## config.mk

```make
export PLATFORM = sky130hd
export DESIGN_NAME = seg_scan_driver_flat
export DESIGN_NICKNAME = d
export VERILOG_FILES = /design/src/rtl/seg_scan_driver_if.sv /design/src/rtl/seg_scan_driver.sv /design/src/flat_wrapper.sv
export SDC_FILE = /design/constraint.sdc
export NUM_CORES = 1
export LEC_CHECK = 0
export ABC_AREA = 1
export CAP_MARGIN = 10
export CORE_MARGIN = 8
export CORE_UTILIZATION = 55
export CTS_CLUSTER_SIZE = 25
export DETAILED_ROUTE_END_ITERATION = 12
export GPL_TIMING_DRIVEN = 0
export HOLD_SLACK_MARGIN = 0.06
export PLACE_DENSITY = 0.84
export SYNTH_ARGS = -nofsm -noshare
export SYNTH_HDL_FRONTEND = slang
export SYNTH_SLANG_ARGS = --single-unit
```

## constraint.sdc

```tcl
create_clock -name CLK_in -period 4.13 [get_ports CLK_in]
set_input_delay 0.826 -clock CLK_in [delete_from_list [all_inputs] [get_ports CLK_in]]
set_output_delay 0.826 -clock CLK_in [all_outputs]
set_load 0.01 [all_outputs]
```

## src/rtl/seg_scan_driver_if.sv

```systemverilog
// Bus between the scan driver and its environment: scan step input, display data/masks,
// and the registered display drive outputs.
`timescale 1ns/1ps
interface seg_scan_driver_if #(
   parameter int DIGITS = 8
);
   logic                  scan_clk;
   logic [4*DIGITS-1:0]   data;
   logic [DIGITS-1:0]     dp_mask;
   logic [DIGITS-1:0]     blank_mask;
   logic [DIGITS-1:0]     an;
   logic [6:0]            seg;
   logic                  dp;
   logic                  frame_done;

   modport master (
      output scan_clk, data, dp_mask, blank_mask,
      input  an, seg, dp, frame_done
   );

   modport slave (
      input  scan_clk, data, dp_mask, blank_mask,
      output an, seg, dp, frame_done
   );
endinterface

```

## src/rtl/seg_scan_driver.sv

```systemverilog
// Multiplexed hex 7-segment scan driver; scan_clk is sampled as data and edge-detected.
// Optional macro SEG_LEAD_ZERO_BLANK_EN darkens digits above the most significant nonzero nibble.
`timescale 1ns/1ps
module seg_scan_driver #(
   parameter int DIGITS     = 8,
   parameter int BLANK_CYC  = 4,
   parameter bit ACTIVE_LOW = 1'b1
) (
   input  logic             CLK_in,
   input  logic             rst,
   seg_scan_driver_if.slave bus
);
   localparam int IDX_W = $clog2(DIGITS);
   localparam int CNT_W = $clog2(BLANK_CYC + 1);

   localparam logic [DIGITS-1:0] AN_OFF  = {DIGITS{ACTIVE_LOW}};
   localparam logic [6:0]        SEG_OFF = {7{ACTIVE_LOW}};
   localparam logic              DP_OFF  = ACTIVE_LOW;

   typedef enum logic [1:0] {IDLE, BLANK, SHOW} state_t;

   state_t              state_reg, state_next;
   logic [CNT_W-1:0]    cnt_reg, cnt_next;
   logic [IDX_W-1:0]    idx_reg, idx_next;
   logic                s1_reg, s2_reg, s3_reg;
   logic                tick;
   logic                reload;

   logic [4*DIGITS-1:0] shadow_data_reg;
   logic [DIGITS-1:0]   shadow_dp_reg;
   logic [DIGITS-1:0]   shadow_blank_reg;

   logic [DIGITS-1:0]   an_reg, an_next;
   logic [6:0]          seg_reg, seg_next;
   logic                dp_reg, dp_next;
   logic                frame_done_reg, frame_done_next;

   logic [3:0]          nib [DIGITS];
   logic [DIGITS-1:0]   an_onehot;
   logic [DIGITS-1:0]   lead_ok;

   function automatic logic [6:0] hex_decode(input logic [3:0] n);
      case (n)
         4'h0:    hex_decode = 7'h3F;
         4'h1:    hex_decode = 7'h06;
         4'h2:    hex_decode = 7'h5B;
         4'h3:    hex_decode = 7'h4F;
         4'h4:    hex_decode = 7'h66;
         4'h5:    hex_decode = 7'h6D;
         4'h6:    hex_decode = 7'h7D;
         4'h7:    hex_decode = 7'h07;
         4'h8:    hex_decode = 7'h7F;
         4'h9:    hex_decode = 7'h6F;
         4'hA:    hex_decode = 7'h77;
         4'hB:    hex_decode = 7'h7C;
         4'hC:    hex_decode = 7'h39;
         4'hD:    hex_decode = 7'h5E;
         4'hE:    hex_decode = 7'h79;
         default: hex_decode = 7'h71;
      endcase
   endfunction

   // One step per scan_clk rise, two CLK_in edges after the first flop captures it.
   assign tick = s2_reg & ~s3_reg;

   for (genvar gi = 0; gi < DIGITS; gi++) begin : g_digit
      assign nib[gi]       = shadow_data_reg[4*gi +: 4];
      assign an_onehot[gi] = (idx_reg == IDX_W'(gi));
   end

`ifdef SEG_LEAD_ZERO_BLANK_EN
   // Scan downward from the top digit; digit 0 is always allowed to light.
   always_comb begin
      logic seen;
      seen    = 1'b0;
      lead_ok = '1;
      for (int i = DIGITS - 1; i > 0; i--) begin
         seen       = seen | (|nib[i]);
         lead_ok[i] = seen;
      end
   end
`else
   assign lead_ok = '1;
`endif

   always_ff @(posedge CLK_in or posedge rst) begin
      if (rst) begin
         s1_reg           <= 1'b0;
         s2_reg           <= 1'b0;
         s3_reg           <= 1'b0;
         state_reg        <= IDLE;
         cnt_reg          <= '0;
         idx_reg          <= '0;
         shadow_data_reg  <= '0;
         shadow_dp_reg    <= '0;
         shadow_blank_reg <= '0;
         an_reg           <= AN_OFF;
         seg_reg          <= SEG_OFF;
         dp_reg           <= DP_OFF;
         frame_done_reg   <= 1'b0;
      end else begin
         s1_reg         <= bus.scan_clk;
         s2_reg         <= s1_reg;
         s3_reg         <= s2_reg;
         state_reg      <= state_next;
         cnt_reg        <= cnt_next;
         idx_reg        <= idx_next;
         an_reg         <= an_next;
         seg_reg        <= seg_next;
         dp_reg         <= dp_next;
         frame_done_reg <= frame_done_next;
         if (reload) begin
            shadow_data_reg  <= bus.data;
            shadow_dp_reg    <= bus.dp_mask;
            shadow_blank_reg <= bus.blank_mask;
         end
      end
   end

   // Output values are derived from the current state and registered, so the display
   // follows a state change by one cycle with an and seg moving together.
   always_comb begin
      logic [DIGITS-1:0] an_act;
      logic [6:0]        seg_act;
      logic              dp_act;

      state_next      = state_reg;
      cnt_next        = cnt_reg;
      idx_next        = idx_reg;
      reload          = 1'b0;
      frame_done_next = 1'b0;
      an_act          = '0;
      seg_act         = '0;
      dp_act          = 1'b0;

      case (state_reg)
         IDLE: begin
            if (tick) begin
               state_next      = BLANK;
               cnt_next        = '0;
               idx_next        = '0;
               reload          = 1'b1;
               frame_done_next = 1'b1;
            end
         end
         BLANK: begin
            // Ticks arriving here are dropped; idx only advances from SHOW.
            if (cnt_reg == CNT_W'(BLANK_CYC - 1)) begin
               state_next = SHOW;
            end else begin
               cnt_next = cnt_reg + CNT_W'(1);
            end
         end
         SHOW: begin
            an_act  = an_onehot & ~shadow_blank_reg & lead_ok;
            seg_act = hex_decode(nib[idx_reg]);
            dp_act  = shadow_dp_reg[idx_reg] & lead_ok[idx_reg];
            if (tick) begin
               state_next = BLANK;
               cnt_next   = '0;
               if (idx_reg == IDX_W'(DIGITS - 1)) begin
                  idx_next        = '0;
                  reload          = 1'b1;
                  frame_done_next = 1'b1;
               end else begin
                  idx_next = idx_reg + IDX_W'(1);
               end
            end
         end
         default: begin
            state_next = IDLE;
         end
      endcase

      an_next  = an_act ^ AN_OFF;
      seg_next = seg_act ^ SEG_OFF;
      dp_next  = dp_act ^ DP_OFF;
   end

   assign bus.an         = an_reg;
   assign bus.seg        = seg_reg;
   assign bus.dp         = dp_reg;
   assign bus.frame_done = frame_done_reg;
endmodule
```

## src/flat_wrapper.sv

```systemverilog
// flat-port wrapper written by rule: the top's interface ports become plain ports
module seg_scan_driver_flat 
#(
   parameter int DIGITS     = 8,
   parameter int BLANK_CYC  = 4,
   parameter bit ACTIVE_LOW = 1'b1
)
  (CLK_in, rst, bus_scan_clk, bus_data, bus_dp_mask, bus_blank_mask, bus_an, bus_seg, bus_dp, bus_frame_done);
  seg_scan_driver_if #(.DIGITS(DIGITS)) bus_i ();
  input  logic CLK_in;
  input  logic rst;
  input wire logic [$bits(bus_i.scan_clk)-1:0] bus_scan_clk;
  input wire logic [$bits(bus_i.data)-1:0] bus_data;
  input wire logic [$bits(bus_i.dp_mask)-1:0] bus_dp_mask;
  input wire logic [$bits(bus_i.blank_mask)-1:0] bus_blank_mask;
  output wire logic [$bits(bus_i.an)-1:0] bus_an;
  output wire logic [$bits(bus_i.seg)-1:0] bus_seg;
  output wire logic [$bits(bus_i.dp)-1:0] bus_dp;
  output wire logic [$bits(bus_i.frame_done)-1:0] bus_frame_done;
  assign bus_i.scan_clk = bus_scan_clk;
  assign bus_i.data = bus_data;
  assign bus_i.dp_mask = bus_dp_mask;
  assign bus_i.blank_mask = bus_blank_mask;
  assign bus_an = bus_i.an;
  assign bus_seg = bus_i.seg;
  assign bus_dp = bus_i.dp;
  assign bus_frame_done = bus_i.frame_done;
  seg_scan_driver #(.DIGITS(DIGITS), .BLANK_CYC(BLANK_CYC), .ACTIVE_LOW(ACTIVE_LOW)) u_core (.CLK_in(CLK_in), .rst(rst), .bus(bus_i));
endmodule
```

==> impl_metrics.tcl <==
set metrics [dict create \
    dp_cells 564 \
    synth_edf_count 0 \
    whs_ps 352 \
    synth_top_family_by_area "simple AND/OR/NAND/NOR gates" \
    synth_largest_area_cell "dfrtp_1" \
    yosys.area_share.simple_pct 29.0 \
    cts_setup_buffers 0 \
    relSlewSlack_pct 71.9 \
    cts.clk_slew.worst_paths_ps 80 \
    syn_nets 484 \
    fin_tns_setup_ps 0 \
    cts-resized-gates 0 \
    grt_max_degree 48 \
    path_cells "clkdlybuf4s50_1" \
    synth_mux_area_share_pct 0 \
    path_buf_inv 1 \
    overflow 0 \
    nets 563 \
    power_per_cell_area_nw_per_um2 595 \
    yosys_warnings 0 \
    worst_pin_slew_ps 421 \
    cp-startpoint "u_core.bus.an[1]$_DFF_PP1_" \
    path_depth 1 \
    syn_to_final_growth_pct 27.2 \
    timing.fmax_ghz 0.445 \
    rows 29 \
    vias 3054 \
    syn_inst 419 \
    syn_avg_cell_area_um2 8.67 \
    r2r_cells 10 \
    irDropWorstVdd_v 0.000318 \
    yosys.area_share.adder_pct 4.82 \
    arrival_ps 1420 \
    fin_crit_sh_pct 54.4 \
    num_antenna_cells 0 \
    final_cell_mix "155 x nand2_1, 67 x clkdlybuf4s50_1, 60 x dfrtp_1" \
    viasPerCell 5.27 \
    largest_register_ff_count 32 \
    worst-path-max-fanout 1 \
    synth_area_leaders "dfrtp_1 41%, nand2_1 16%, dfstp_2 12%" \
    synthArstFlopShare_pct 100 \
    io_pins 68 \
    fin_cells 580 \
    hold_class "flop to flop" \
    drv_slew 0 \
    layout_commonest_cell "nand2_1" \
    worstReg2RegEnd "u_core.bus.seg[2]$_DFF_PP1_" \
    drive_gt1_share_pct 14.3 \
    routed_wl_um 8420 \
    status "finished clean" \
    hold_buffers 0 \
    dr.pass1.iters 5 \
    clockRootBuffer "clkbuf_8" \
    drv_cap 0 \
    drtIter0Drc 169 \
    leakagePower_nw 2.23 \
    dieArea_um2 9460 \
    synth_top_area_share_pct 41.3 \
    gp_congestion 0.831 \
    cp_slowest_stage_delay_ps 540 \
    clk_path_buf_depth 2 \
    synth-compound-area-share_pct 5.75 \
    grt_pass1_vias 3149 \
    cts_tree "built" \
    endpoint "bus_an[1]" \
    ant_nets 0 \
    cts_made_buffers 9 \
    antenna_found_initial 0 \
    cp.required_ps 3300 \
    grt_pass1_wl_um 14300 \
    worst_setup_path_end_kind "output port" \
    slowest_stage "clkdlybuf4s50_1" \
    rsz0062_at_grt "false" \
    fin_skew_ps 9.26 \
    port_buffers 67 \
    final-setup-viol-count 0 \
    die_h_um 97.3 \
    synth-xor-area-share_pct 0 \
    yosys_most_used_dff "dfrtp_1" \
    grt_use_total_pct 18.3 \
    wl_per_cell_um 14.5 \
    dp_hpwl_um 6250 \
    stdcell_area_um2 4620 \
    cts.sinks 76 \
    die_x_um 97.3 \
    hold_violations 0 \
    initial_core_util_pct 56.9 \
    clkLatencyLatePin_ps 350 \
    yosysUniqueCellTypes 27 \
    period_minus_slack_ps 2250 \
    drc 0 \
    dpl_cell_area_um2 4430 \
    r2r_start "u_core.idx_reg[0]$_DFFE_PP0P_" \
    h-tree-depth 3 \
    ys_seq_area_share_pct 52.9 \
    syn-cell-area_um2 3630 \
    critPathTopFamily "buffers and inverters" \
    start_kind "flop" \
    core_area_um2 6390 \
    synth-seq-cells 76 \
    reg2reg_slack_ps 2020 \
    crit_type "flop to output port" \
]
-- cells in the mapped netlist, types with 3 or more instances --
library cell	number
nand3b_1	7
inv_1	38
nand2_2	9
nor2_1	13
o21ai_0	30
o21ai_1	3
nand3_2	4
dfstp_2	16
nand2_1	155
nand3_1	34
inv_2	3
buf_2	9
ha_1	14
dfrtp_1	60
buf_6	5
-- worst min path at each step --
| stage | from | endpoint | slack [ps] | cells after the start |
|---|---|---|---|---|
| after CTS | u_core.s1_reg$_DFF_PP0_ | u_core.s2_reg$_DFF_PP0_ | 360 | 0 |
| after global placement | u_core.s1_reg$_DFF_PP0_ | u_core.s2_reg$_DFF_PP0_ | 330 | 0 |
| final | u_core.s1_reg$_DFF_PP0_ | u_core.s2_reg$_DFF_PP0_ | 350 | 0 |
| after global routing | u_core.s1_reg$_DFF_PP0_ | u_core.s2_reg$_DFF_PP0_ | 370 | 0 |
| after floorplan | u_core.s1_reg$_DFF_PP0_ | u_core.s2_reg$_DFF_PP0_ | 330 | 0 |
| after detailed placement | u_core.s1_reg$_DFF_PP0_ | u_core.s2_reg$_DFF_PP0_ | 340 | 0 |
-- power breakdown --
part	switching (mW)	total (mW)	internal (mW)
registers	0.117	1.14	1.02
logic	0.634	1.05	0.419
clock network	0.280	0.559	0.279
total	1.03	2.75	1.72
-- metrics by stage --
step	utilization (%)	total power, mW	worst slack (ps)
floorplan	-	1.90	1390
global placement	68.9	2.13	216
detailed placement	69.4	2.19	2060
CTS	72.4	2.75	1870
global route	72.4	2.96	1830
finish	72.4	2.75	1880
-- cell type report --
type,instances,area (um^2)
plain buffers,16,109
clock buffers,10,128
clock inverters,6,63.8
fillers,469,1770
inverters,43,168
multi-input cells,284,1440
flip-flops and latches,76,1920
well taps,77,96.3
repair buffers,68,698
-- logic make-up after synthesis --
| logic type | Yosys count |
|---|---|
| AOI/OAI and AO/OA | 39 |
| adders and majority gates | 14 |
| buffers and inverters | 59 |
| DFF | 76 |
| and+or+nand+nor | 231 |
-- routing by layer --
layer	share of wire, %	vias to the layer above	global-route usage (%)
met4	1.9	0	9.09
met5	0	-	0
li1	-	1471	-
met3	6.0	16	4.41
met1	42	1460	21.5
met2	50	107	30.7
Note: power is estimated with default switching activity, not from simulation.
